`src/rtl/median_window_filter.sv`:
```
// Windowed median/min/max processor: a TAPS-entry tap window sorted by an odd-even transposition network.
// Define MEDIAN_STREAM_EN to add the stream_en input (shift-in taps with automatic sort start).
module median_window_filter #(
  parameter int WIDTH  = 8,
  parameter int TAPS   = 7,
  parameter int ADDR_W = $clog2(TAPS)
) (
  input  logic              clk,
  input  logic              rst,
  input  logic [WIDTH-1:0]  data_in,
  input  logic [ADDR_W-1:0] reg_addr,
  input  logic              wr_enable,
  input  logic              start,
  input  logic [1:0]        out_select,
`ifdef MEDIAN_STREAM_EN
  input  logic              stream_en,
`endif
  output logic [WIDTH-1:0]  data_out,
  output logic              busy,
  output logic              done
);

  localparam int PW = $clog2(TAPS);
  localparam logic [PW-1:0] LAST_PASS = PW'(TAPS - 1);
  localparam logic [ADDR_W:0] TAPS_L = (ADDR_W + 1)'(TAPS);

  typedef enum logic [1:0] {S_IDLE, S_LOAD, S_SORT, S_DONE} state_t;

  state_t           state, state_n;
  logic [WIDTH-1:0] taps   [TAPS];
  logic [WIDTH-1:0] s      [TAPS];
  logic [WIDTH-1:0] s_next [TAPS];
  logic [PW-1:0]    pass;
  logic [WIDTH-1:0] med_r, min_r, max_r;
  logic             addr_ok;
  logic             start_req;
  logic             shift_wr;

  assign addr_ok = ({1'b0, reg_addr} < TAPS_L);

`ifdef MEDIAN_STREAM_EN
  assign shift_wr = stream_en & wr_enable;
`else
  assign shift_wr = 1'b0;
`endif

  // A shift-in while idle doubles as a start request.
  assign start_req = start | shift_wr;

  always_ff @(posedge clk or posedge rst) begin
    if (rst) begin
      for (int i = 0; i < TAPS; i++) taps[i] <= '0;
    end else if (shift_wr) begin
      taps[0] <= data_in;
      for (int i = 1; i < TAPS; i++) taps[i] <= taps[i-1];
    end else if (wr_enable && addr_ok) begin
      taps[reg_addr] <= data_in;
    end
  end

  always_ff @(posedge clk or posedge rst) begin
    if (rst) state <= S_IDLE;
    else     state <= state_n;
  end

  always_comb begin
    state_n = state;
    busy    = 1'b0;
    done    = 1'b0;
    case (state)
      S_IDLE: if (start_req) state_n = S_LOAD;
      S_LOAD: begin
        busy    = 1'b1;
        state_n = S_SORT;
      end
      S_SORT: begin
        busy = 1'b1;
        if (pass == LAST_PASS) state_n = S_DONE;
      end
      S_DONE: begin
        done    = 1'b1;
        state_n = S_IDLE;
      end
      default: state_n = S_IDLE;
    endcase
  end

  // Pairs are disjoint within a pass, so every exchange reads the pre-pass array.
  always_comb begin
    s_next = s;
    for (int i = 0; i + 1 < TAPS; i++) begin
      if ((i[0] == pass[0]) && (s[i] > s[i+1])) begin
        s_next[i]   = s[i+1];
        s_next[i+1] = s[i];
      end
    end
  end

  always_ff @(posedge clk or posedge rst) begin
    if (rst) begin
      for (int i = 0; i < TAPS; i++) s[i] <= '0;
      pass  <= '0;
      med_r <= '0;
      min_r <= '0;
      max_r <= '0;
    end else begin
      case (state)
        S_LOAD: begin
          s    <= taps;
          pass <= '0;
        end
        S_SORT: begin
          s    <= s_next;
          pass <= pass + PW'(1);
          if (pass == LAST_PASS) begin
            med_r <= s_next[TAPS/2];
            min_r <= s_next[0];
            max_r <= s_next[TAPS-1];
          end
        end
        default: ;
      endcase
    end
  end

  always_ff @(posedge clk or posedge rst) begin
    if (rst) begin
      data_out <= '0;
    end else begin
      case (out_select)
        2'b00:   data_out <= med_r;
        2'b01:   data_out <= min_r;
        2'b10:   data_out <= max_r;
        default: data_out <= addr_ok ? taps[reg_addr] : '0;
      endcase
    end
  end

endmodule
```
`config.mk`:
```
export PLATFORM = sky130hd
export DESIGN_NAME = median_window_filter
export DESIGN_NICKNAME = d
export VERILOG_FILES = /design/src/rtl/median_window_filter.sv
export SDC_FILE = /design/constraint.sdc
export NUM_CORES = 1
export LEC_CHECK = 0
export ABC_AREA = 1
export BUFFER_PORTS_ARGS = -buffer_cell sky130_fd_sc_hd__buf_2
export CAP_MARGIN = 20
export CORE_AREA = 2 2 195 197
export DETAILED_ROUTE_END_ITERATION = 8
export DIE_AREA = 0 0 197 199
export GPL_TIMING_DRIVEN = 0
export SLEW_MARGIN = 20
export SYNTH_ARGS = -nofsm -noshare
export SYNTH_HDL_FRONTEND = slang
export SYNTH_SLANG_ARGS = --single-unit
export TNS_END_PERCENT = 30
```
`constraint.sdc`:
```
create_clock -name clk -period 5.3 [get_ports clk]
set_clock_uncertainty 0.05 [all_clocks]
set_input_delay 0.795 -clock clk [delete_from_list [all_inputs] [get_ports clk]]
set_output_delay 0.795 -clock clk [all_outputs]
set_load 0.05 [all_outputs]
```
==> qor.yml <==
area_growth_pct: 14.5
tightest_slew_ps: 671
dr.pass1.iters: 5
cts_max_path_buffers: 2
fmax_mhz: 371
crit_type: "reg -> reg"
fin_util_pct: 28.4
die_h_um: 199
dieWidth_um: 197
htreeDepth: 4
swShare_pct: 50.1
critPathRequiredTime_ps: 5620
clk_latency_ps: 430
outcome: "finished, final reports clean"
routed-via-count: 8341
r2r_slack_ps: 2600
drt_iter0_drc: 771
synth_area_per_cell_um2: 7.66
netlist_area_um2: 9210
clk_pin_slew_worst_paths_ps: 70
p_total_mw: 6.62
num-nets-final: 1317
hold_viol_final: 0
power.leakage_nw: 5.34
peakVddDrop_mv: 0.264
drive_above_1_share_pct: 12.4
totalWireLength_um: 29300
rows: 71
holdWs_ps: 330
synth_fp_nets: 1273
synth_top_cell_by_area: "dfrtp_1"
track_usage_pct: 15.2
period_needed_ps: 2700
synth_edf_count: 0
avgViaCountPerCell: 4.82
synthAdderAreaFrac_pct: 7.34
gp_congestion: 0.903
grt_max_degree: 90
finalWorstSetupSlack_ps: 2600
start_util_pct: 24.8
netlist_instances: 1202
cts_tree: "done"
synthTopCellsByCount: "415 x nand2_1, 149 x dfrtp_1, 148 x nand3_1"
grt_pass1_vias: 7957
synth_ff_type: "dfrtp_1"
synth_mux_area_share_pct: 0
cts_post_setup_buffers_inserted: 0
synth-xor-area-share_pct: 0
seq_area_frac_synth_pct: 40.5
start_kind: "flop"
wl_per_cell_um: 16.9
setup_viol: 0
pwr-share-comb_pct: 51.7
synth_most_common_cell: "nand2_1"
stdcell_count: 1732
power_frac_clock_pct: 18.7
power_density_nw_per_um2: 628
timing.rr.end: "s[29]"
drcViolationCount: 0
end_kind: "flop"
yosys.cell_types.count: 37
synthArstFlopShare_pct: 100
ctsResizeCount: 0
root_buffer: "clkbuf_16"
cp_max_fo: 10
antenna_found_initial: 1
antennaDiodeCount: 0
grt-ovfl-total: 0
synth_warnings: 0
core-area_um2: 37100
hpwl_um: 22800
r2r_cells: 10
cts_inserted_buffers: 17
place.port_buffers: 24
maxCapViolations: 0
die-area_um2: 39200
maxSlewViolCount: 0
period_share_pct: 50.9
postRouteAntennaNets: 0
synth_compound_area_share_pct: 13.2
r2r-start: "state[1]"
worstPathArrival_ps: 3020
power_frac_seq_pct: 29.6
pre_cts_slack_ps: 2660
dp.cells: 1701
synth_top_area_share_pct: 40.5
yosys.area_share.simple_pct: 30.6
synth_top_family_by_area: "simple AND/OR/NAND/NOR gates"
cts_hold_buf: 0
clock-sinks: 149
io_pins: 27
ys_top_cells_by_area: "dfrtp_1 40%, nand2_1 17%, nand3_1 8.0%"
maxSlewHeadroom_pct: 55.3
rsz0062_at_grt: "false"
p_switching_mw: 3.31
p_int_mw: 3.31
ys_ff_latch: 149
grt_pass1_wl_um: 45300
worstHoldPathType: "in -> async"
## flip-flops by register name (all words and copies together), names as in the netlist
signal / cells
data_out: 8
med_r: 8
pass: 3
s: 56
max_r: 8
min_r: 8
state: 2
taps: 56
## layer usage
metal	part of all wire, %	vias up	routed length, µm	global-route usage, %
met5	0.024	-	7	0
met3	5.2	66	1510	2.09
met4	3.4	2	999	5.60
met2	46	276	13600	25.0
met1	45	3961	13200	20.3
li1	-	4036	-	-
## area by class of cell
| cell class | instances | area [µm²] |
|---|---|---|
| fillers | 4010 | 26600 |
| multi-input cells | 884 | 4710 |
| inverters | 126 | 483 |
| well taps | 474 | 593 |
| clock buffers | 17 | 425 |
| flip-flops and latches | 149 | 3730 |
| repair buffers | 25 | 148 |
| plain buffers | 43 | 295 |
| clock inverters | 14 | 165 |
## worst max path at each step
| stage | startpoint | endpoint | slack (ps) | cells after the start |
|---|---|---|---|---|
| final | state[1] | s[29] | 2600 | 10 |
| after global routing | state[1] | s[53] | 2500 | 9 |
| after CTS | state[0] | s[52] | 2630 | 9 |
| after detailed placement | state[0] | s[52] | 2660 | 9 |
| after global placement | rst | s[38] | -1430 | 2 |
| after floorplan | rst | data_out[0] | 450 | 1 |
## layout by cell type, fill, tap and decap left out, types with 3 or more instances in the layout
| cell type | instances |
|---|---|
| nand3_1 | 148 |
| inv_2 | 4 |
| nand2_2 | 13 |
| o21ai_2 | 16 |
| a21oi_1 | 21 |
| nand2_1 | 415 |
| a21o_1 | 5 |
| ha_1 | 54 |
| nand4_1 | 8 |
| o21ai_1 | 34 |
| nor2_4 | 7 |
| buf_4 | 5 |
| clkbuf_1 | 10 |
| clkbuf_16 | 17 |
| o211ai_1 | 3 |
| buf_6 | 13 |
| inv_1 | 120 |
| nor2_2 | 4 |
| a21oi_4 | 4 |
| inv_8 | 7 |
| dfrtp_1 | 149 |
| a22oi_1 | 8 |
| buf_2 | 38 |
| o21ai_0 | 64 |
| a22o_1 | 3 |
| nor2_1 | 23 |
| o22ai_1 | 14 |
| clkinv_4 | 3 |
| o21bai_1 | 17 |
| nand2_4 | 13 |
## cell families after synthesis
logic type / Yosys count
adders and majority gates: 54
and+or+nand+nor: 635
AOI/OAI and AO/OA: 195
DFF: 149
buffers and inverters: 169
## power groups by stage
stage          sequential (mW)  combinational [mW]  clock, mW
6_report                  1.96                3.42       1.24
5_1_grt                   2.00                3.85       1.30
4_1_cts                   1.94                3.41       1.25
3_5_place_dp              1.96                3.39          0
3_3_place_gp              1.95                3.33          0
2_1_floorplan             1.85                2.49          0
## stage by stage
step	area, µm²	TNS (ps)
after global placement	9920	-210810
after CTS	10500	0
after global routing	10500	0
after floorplan	9210	0
final	10500	0
after detailed placement	9960	0
## critical path: stages (launching register included)
cell and delay (ps):
dfrtp_1 400, inv_1 80, ha_1 300, buf_2 290, inv_1 150, nor2_1 480, inv_1 250, buf_2 310
o22ai_1 200, inv_1 60, nand2_1 60
Note: power is estimated with default switching activity, not from simulation.
